$ cat src/rtl/store_narrow.sv
// store_narrow: splits byte/half/word stores into 16-bit little-endian beats.
// Misaligned or reserved-size requests are dropped with a one-cycle err pulse.
module store_narrow #(
    parameter int ADDR_W = 32
) (
    input  logic              clk,
    input  logic              rst_n,
    input  logic              in_valid,
    output logic              in_ready,
    input  logic [31:0]       in_data,
    input  logic [1:0]        in_size,
    input  logic [ADDR_W-1:0] in_addr,
    output logic              mem_valid,
    input  logic              mem_ready,
    output logic [ADDR_W-1:0] mem_addr,
    output logic [15:0]       mem_wdata,
    output logic [1:0]        mem_be,
    output logic              err
);

    typedef enum logic [1:0] {
        IDLE,
        BEAT0,
        BEAT1
    } state_t;

    state_t            state, state_d;
    logic              mem_valid_d;
    logic [ADDR_W-1:0] mem_addr_d;
    logic [15:0]       mem_wdata_d;
    logic [1:0]        mem_be_d;
    logic              err_d;
    logic [15:0]       hi_q, hi_d;
    logic              word_q, word_d;

    logic accept;
    logic bad;

    assign in_ready = rst_n && (state == IDLE);
    assign accept   = in_valid && in_ready;

    always_comb begin
        bad = 1'b0;
        unique case (1'b1)
            (in_size == 2'b00): bad = 1'b0;
            (in_size == 2'b01): bad = in_addr[0];
            (in_size == 2'b10): bad = |in_addr[1:0];
            default:            bad = 1'b1;
        endcase
    end

    always_comb begin
        state_d     = state;
        mem_valid_d = mem_valid;
        mem_addr_d  = mem_addr;
        mem_wdata_d = mem_wdata;
        mem_be_d    = mem_be;
        err_d       = 1'b0;
        hi_d        = hi_q;
        word_d      = word_q;
        unique case (state)
            IDLE: begin
                if (accept && bad) begin
                    err_d = 1'b1;
                end else if (accept) begin
                    state_d     = BEAT0;
                    mem_valid_d = 1'b1;
                    word_d      = (in_size == 2'b10);
                    hi_d        = in_data[31:16];
                    mem_addr_d  = in_addr;
                    mem_wdata_d = in_data[15:0];
                    mem_be_d    = 2'b11;
                    if (in_size == 2'b00) begin
                        // byte lands on whichever lane addr[0] selects
                        mem_addr_d  = {in_addr[ADDR_W-1:1], 1'b0};
                        mem_wdata_d = {2{in_data[7:0]}};
                        mem_be_d    = in_addr[0] ? 2'b10 : 2'b01;
                    end
                end
            end
            BEAT0: begin
                if (mem_ready && word_q) begin
                    state_d     = BEAT1;
                    mem_addr_d  = mem_addr + ADDR_W'(2);
                    mem_wdata_d = hi_q;
                    mem_be_d    = 2'b11;
                end else if (mem_ready) begin
                    state_d     = IDLE;
                    mem_valid_d = 1'b0;
                end
            end
            BEAT1: begin
                if (mem_ready) begin
                    state_d     = IDLE;
                    mem_valid_d = 1'b0;
                end
            end
            default: begin
                state_d     = IDLE;
                mem_valid_d = 1'b0;
            end
        endcase
    end

    always_ff @(posedge clk) begin
        if (!rst_n) begin
            state     <= IDLE;
            mem_valid <= 1'b0;
            mem_addr  <= '0;
            mem_wdata <= '0;
            mem_be    <= '0;
            err       <= 1'b0;
            hi_q      <= '0;
            word_q    <= 1'b0;
        end else begin
            state     <= state_d;
            mem_valid <= mem_valid_d;
            mem_addr  <= mem_addr_d;
            mem_wdata <= mem_wdata_d;
            mem_be    <= mem_be_d;
            err       <= err_d;
            hi_q      <= hi_d;
            word_q    <= word_d;
        end
    end

endmodule

$ cat config.mk
export PLATFORM = sky130hd
export DESIGN_NAME = store_narrow
export DESIGN_NICKNAME = d
export VERILOG_FILES = /design/src/rtl/store_narrow.sv
export SDC_FILE = /design/constraint.sdc
export NUM_CORES = 1
export LEC_CHECK = 0
export BUFFER_PORTS_ARGS = -buffer_cell sky130_fd_sc_hd__buf_2
export CORE_MARGIN = 2
export CORE_UTILIZATION = 35
export CTS_CLUSTER_DIAMETER = 50
export DETAILED_ROUTE_END_ITERATION = 6
export PLACE_DENSITY = 0.68
export SYNTH_ARGS = -nofsm -noshare
export SYNTH_HDL_FRONTEND = slang
export SYNTH_SLANG_ARGS = --single-unit
$ cat constraint.sdc
create_clock -name clk -period 2.6 [get_ports clk]
set_clock_uncertainty 0.2 [all_clocks]
set_input_delay 0.52 -clock clk [delete_from_list [all_inputs] [get_ports clk]]
set_output_delay 0.52 -clock clk [all_outputs]
set_load 0.1 [all_outputs]
==> results of run 1 <==
## final timing paths
| path | endpoint | depth (start not counted) |
|---|---|---|
| worst max-delay path | mem_addr[26] | 7 |
| worst min-delay path | hi_q[13] | 3 |
| worst max register to register | mem_addr[26] | 7 |
| worst min register to register | mem_wdata[12] | 2 |
## state kept, by name, indices dropped and copies added (netlist names)
register	flops
err	1
hi_q	16
mem_addr	32
mem_be	2
mem_valid	1
mem_wdata	16
state	2
word_q	1
## metal layers
layer  global-route usage (%)  up-vias  wire [um]
li1                         -     2080          -
met1                    24.58     1898       5180
met2                    33.79      165       5694
met3                    4.090       16        986
met4                    7.414        0        156
met5                        0        -          0
## placed cells by master, fill, tap and decap left out, drive strengths merged, types with 8 or more instances in the layout
cell type	netlist	layout
buf	8	143
nand2	90	90
dfxtp	71	71
a21oi	52	52
nor2	36	36
o21ai	30	30
mux2i	20	20
nand3	19	19
nor3	19	19
a211oi	14	14
nand4	13	13
clkbuf	27	9
and3	8	8
nor4	8	8
inv	7	8
## power by group through the flow
stage	logic, uW	clock network (uW)	registers (uW)
CTS	849	807	1220
finish	847	789	1220
floorplan	267	0	1630
global placement	839	0	1240
global route	897	850	1230
detailed placement	848	0	1250
## kinds of logic after synthesis
logic type	after synthesis	synth area share (%)
compound gates	149	24.56
fa+ha+maj	6	1.911
buf+inv	44	6.085
flops	71	36.19
mux	20	5.097
simple gates	213	26.15
## worst max-delay path, cell delays in order (launching register included)
cell and delay (ns):
dfxtp_1 0.41, inv_1 0.09, ha_1 0.25, inv_1 0.18, o31ai_2 0.10, or2_2 0.37, or4_1 0.51, a41oi_2 0.17
## metrics by stage
| step | hold slack, ns | setup slack [ns] | cell area (um2) |
|---|---|---|---|
| finish | 0.2078 | 0.2586 | 4897 |
| global route | 0.2044 | 0.1077 | 4897 |
| CTS | 0.1839 | 0.2612 | 4897 |
| detailed placement | 0.2481 | 0.2800 | 4726 |
| global placement | 0.2410 | 0.3200 | 4726 |
| floorplan | 0.2360 | 0.04025 | 3963 |
## final cells by class
| cell class | count | area [um2] |
|---|---|---|
| clock buffer | 9 | 123.9 |
| clock inverter | 7 | 47.55 |
| fill | 1092 | 5991 |
| inverter | 9 | 33.78 |
| multi-input combinational | 388 | 2285 |
| sequential | 71 | 1449 |
| tap | 140 | 175.2 |
| timing repair buffer | 143 | 783.3 |
==> impl_results.md, run 1 <==
* Cell count after placement at 751
* Post-Layout Cell Count at 767
* Area grow syn2layout at 24.69%
* Peak supply drop at 0.0002693 V
* Max_slew headroom at 53.86%
* Combinational power share at 29.6%
* Buffers on Ports at 122
* Worst slew pin tran at 0.6858 ns
* WP data arrival at 2.41 ns
* Layout cell share with drive strength beyond 1 at 31.74%
* GR Util All Layers at 19.86%
* Post-CTS Resized at 0
* Power per cell area at 583.9 nW/um2
* Worst hold path class: in -> reg
* CTS tree: built
* Post-route antenna net violation count at 0
* Initial antenna violation count at 0
* Distinct cells, synth at 59
* Setup TNS at 0 ns
* Number of flops mapped to enable cells by yosys at 0
* Initial drt markers at 264
* Mean routed wirelength per cell at 15.67 um
* Core Region at 10890 um2
* Critical path fanouts, max at 9
* Via count at 4159
* Clk Latency, worst-skew pair at 0.35 ns
* WS Path Type: reg -> reg
* Post-layout util at 44.98%
* Sw Ratio at 40.47%
* CTS Hold Buffers Added at 0
* Status: finished clean
* Detail Placement HPWL at 8959 um
* Fmax at 427.1 MHz
* Ant diodes at 0
* Internal at 1702 uW
* R2R Setup Slk at 0.26 ns
* # DRC at 0
* First-pass GRT wire length at 19000 um
* Final wirelength at 12020 um
* Chip height at 109.9 um
* FF-to-FF Start: state[0]
* Row Count at 38
* Crit start category: register
* Reg power frac at 42.8%
* Fin. max-slew vios at 0
* Fin nets at 698
* Count leader, synth: nand2_1
* Worst setup EP type: register
* Final hold violation count at 0
* H-Tree Depth at 3
* Post-synth top area share at 36.19%
* Max-cap violations at 0
* Final setup viols at 0
* Postcts setup bufs at 0
* Fin crit share at 90.05%
* FFs w/ async S/R, synth at 0%
* Post-synth top cells: nand2_1, dfxtp_1, a21oi_1
* Beginning of the worst hold path: in_data[29]
* Vias in the first global route at 3975
* P_leak at 0.002012 uW
* Clk buf depth at 2
* I/O Pins at 123
* Post-synthesis net count at 579
* RSZ-0062 raised after global routing: no
* Die area at 12080 um2
* Worst-path clk slew at 0.08 ns
* YS warnings at 0
* Post-route minimum period at 2.341 ns
* Gr ovfl total at 0
* Die extent in x at 109.9 um
* Final RePlAce weighted congestion at 0.8782
* Drt first pass iters at 5
* Root buf cell: clkbuf_8
* Leading post-synthesis cells by cell area: dfxtp_1, nand2_1, a21oi_1, mux2i_1, o21ai_0
* Num CTS Buffers at 9
* Syn Area/Cell at 7.808 um2
* Post-synthesis register bit count at 71
* P_sw at 1157 uW
* Pin count of the biggest net entering global routing at 44
* Clock net sink count at 71
* Cell taking the most area after synthesis: dfxtp_1
* Initial Utilization at 36.07%
* Total chip power at 2860 uW
* Top_reg_cell synth: dfxtp_1
* Register area share after synthesis at 36.19%
* Synthesized area at 3928 um2
* Gate Count Post-Synth at 503
* Clock share of power at 27.6%
* Req. time, crit path at 2.67 ns
* Vias per inst at 5.422
* Setup crit start: state[0]
(Power assumes the default switching activity.)
==> run 2, diff against run 1 <==
--- a/config.mk
+++ b/config.mk
@@ -10,6 +10,7 @@
 export CORE_UTILIZATION = 35
 export CTS_CLUSTER_DIAMETER = 50
 export DETAILED_ROUTE_END_ITERATION = 6
+export MAX_ROUTING_LAYER = met4
 export PLACE_DENSITY = 0.68
 export SYNTH_ARGS = -nofsm -noshare
 export SYNTH_HDL_FRONTEND = slang
==> impl_results.md, run 2 (synthesis gave the netlist of run 1 again) <==
* Status: finished clean
* Core Region at 10890 um2 (unchanged)
* Fin. max-slew vios at 0 (unchanged)
* R2R Setup Slk at 0.23 ns (-0.03 ns)
* Initial drt markers at 246 (-6.8%)
* Worst slew pin tran at 0.7113 ns (+0.02556 ns)
* Initial Utilization at 36.07% (unchanged)
* H-Tree Depth at 3 (unchanged)
* Max-cap violations at 0 (unchanged)
* Num CTS Buffers at 9 (unchanged)
* Commonest non-fill, non-tap cell in the layout: buf_2
* Pin count of the biggest net entering global routing at 44 (unchanged)
* Power per cell area at 617.7 nW/um2 (+5.8%)
* Cell mode on critical path: inv_1
* Root buf cell: clkbuf_8
* Worst hold path class: in -> reg
* Via count at 4177 (+0.43%)
* Reg2reg path depth at 7 (unchanged)
* WS Path Type: reg -> reg
* Die area at 12080 um2 (unchanged)
* Area grow syn2layout at 25.87%
* Crit path largest cell delay at 0.51 ns (about the same)
* First-pass GRT wire length at 19330 um (+1.7%)
* WP data arrival at 2.45 ns (+0.04 ns)
* Gr ovfl total at 0 (unchanged)
* Post-route minimum period at 2.371 ns (+0.02931 ns)
* Vias per inst at 5.446 (+0.43%)
* Buffers on Ports at 122 (unchanged)
* Row Count at 38 (unchanged)
* Ant diodes at 0 (unchanged)
* Hold Path End: hi_q[9]
* Crit start category: register
* Clk Latency, worst-skew pair at 0.36 ns (about the same)
* Critical path fanouts, max at 9 (unchanged)
* Biggest regs: mem_addr x32, hi_q x16, mem_wdata x16
* Final Cell Area at 4943 um2 (+0.95%)
* Max_slew headroom at 52.14% (-1.7 points)
* Beginning of the worst hold path: in_data[25]
* Fmax at 421.8 MHz (-1.2%)
* Chip height at 109.9 um (unchanged)
* Final wirelength at 12310 um (+2.5%)
* CTS tree: built
* FF-to-FF Start: state[0]
* Die extent in x at 109.9 um (unchanged)
* Most frequent cells in the layout: buf_2, nand2_1, a21oi_1, dfxtp_1, nor2_1
* I/O Pins at 123 (unchanged)
* CP Cell Sequence: inv_1 > ha_1 > inv_1 > o31ai_2 > or2_2 > or4_1 > a41oi_2
* Clk buf depth at 2 (unchanged)
* Mean routed wirelength per cell at 16.05 um (+2.5%)
* RSZ-0062 raised after global routing: no
* Top reg by flops: mem_addr
* Fin nets at 699 (+0.14%)
* Post-route antenna net violation count at 0 (unchanged)
* Fin crit share at 91.18% (+1.1 points)
* Drt first pass iters at 4 (-1)
* GR Util All Layers at 21.08% (+1.2 points)
* P_leak at 0.002036 uW (+1.2%)
* Initial antenna violation count at 0 (unchanged)
* Placed cell area at 4733 um2 (+0.16%)
* Clock net sink count at 71 (unchanged)
* # DRC at 0 (unchanged)
* Peak supply drop at 0.0004105 V (+52%)
* Setup TNS at 0 ns (unchanged)
* Hold Path Depth at 3 (unchanged)
* Detail Placement HPWL at 9014 um (+0.61%)
* RR Endpoint: mem_addr[26]
* Final setup viols at 0 (unchanged)
* Req. time, crit path at 2.68 ns (about the same)
* Max FFs per register at 32 (unchanged)
* Post-CTS Resized at 0 (unchanged)
* Final RePlAce weighted congestion at 0.8961 (+2.0%)
* Worst setup EP type: register
* Final hold violation count at 0 (unchanged)
* CTS Hold Buffers Added at 0 (unchanged)
* Worst-path clk slew at 0.08 ns (about the same)
* Postcts setup bufs at 0 (unchanged)
* Slowest CP cell: or4_1
* Post-layout util at 45.40% (+0.43 points)
* Vias in the first global route at 3967 (-0.20%)
* Layout cell share with drive strength beyond 1 at 31.74% (unchanged)
run 2: cell types whose count changed in the layout (fill, tap and decap cells not counted), sizes merged:
cell,previous run,this run
clkinvlp,2,1
bufinv,0,2
inv,8,7
buf,143,144
clkinv,6,5
run 2: metal layers:
layer / wire length [um] / track usage (%)
met1: 5408 / 25.57
met2: 5885 / 35.32
met3: 882 / 4.209
met4: 138 / 6.239
met5: 0 / -
run 2: critical path: cells and delay by family (launching register included):
family	cells	cell delay, ns
AOI/OAI and AO/OA	2	0.27
DFF	1	0.41
adders and majority gates	1	0.27
and+or+nand+nor	2	0.88
buffers and inverters	2	0.26
run 2: worst max path at each step:
stage	from	end	slack (ns)	cells after the start
global placement	in_size[0]	mem_addr[26]	0.31	6
finish	state[0]	mem_addr[26]	0.23	7
global route	state[1]	mem_addr[24]	0.10	9
detailed placement	in_size[0]	mem_addr[26]	0.27	6
CTS	state[1]	mem_addr[26]	0.23	7
floorplan	mem_addr[10]	mem_addr[26]	0.04	5
run 2: report_power, final:
part,internal [uW],switching (uW)
clock network,533,447
logic,201,648
registers,1160,67.1
run 2: layout make-up:
class | count | area, um2
flip-flops and latches | 71 | 1449
multi-input cells | 388 | 2285
inverters | 9 | 33.78
repair buffers | 144 | 790.8
clock buffers | 9 | 123.9
fillers | 1097 | 5944
well taps | 140 | 175.2
clock inverters | 6 | 86.33
run 2: per-stage QoR:
step	hold slack, ns	std cells	setup WS (ns)	power (uW)
after floorplan	0.2360	503	0.04025	1896
after global placement	0.2413	752	0.3136	2084
after detailed placement	0.2461	752	0.2706	2097
after CTS	0.1808	767	0.2312	3072
after global routing	0.1793	767	0.1043	3176
final	0.1950	767	0.2293	3054
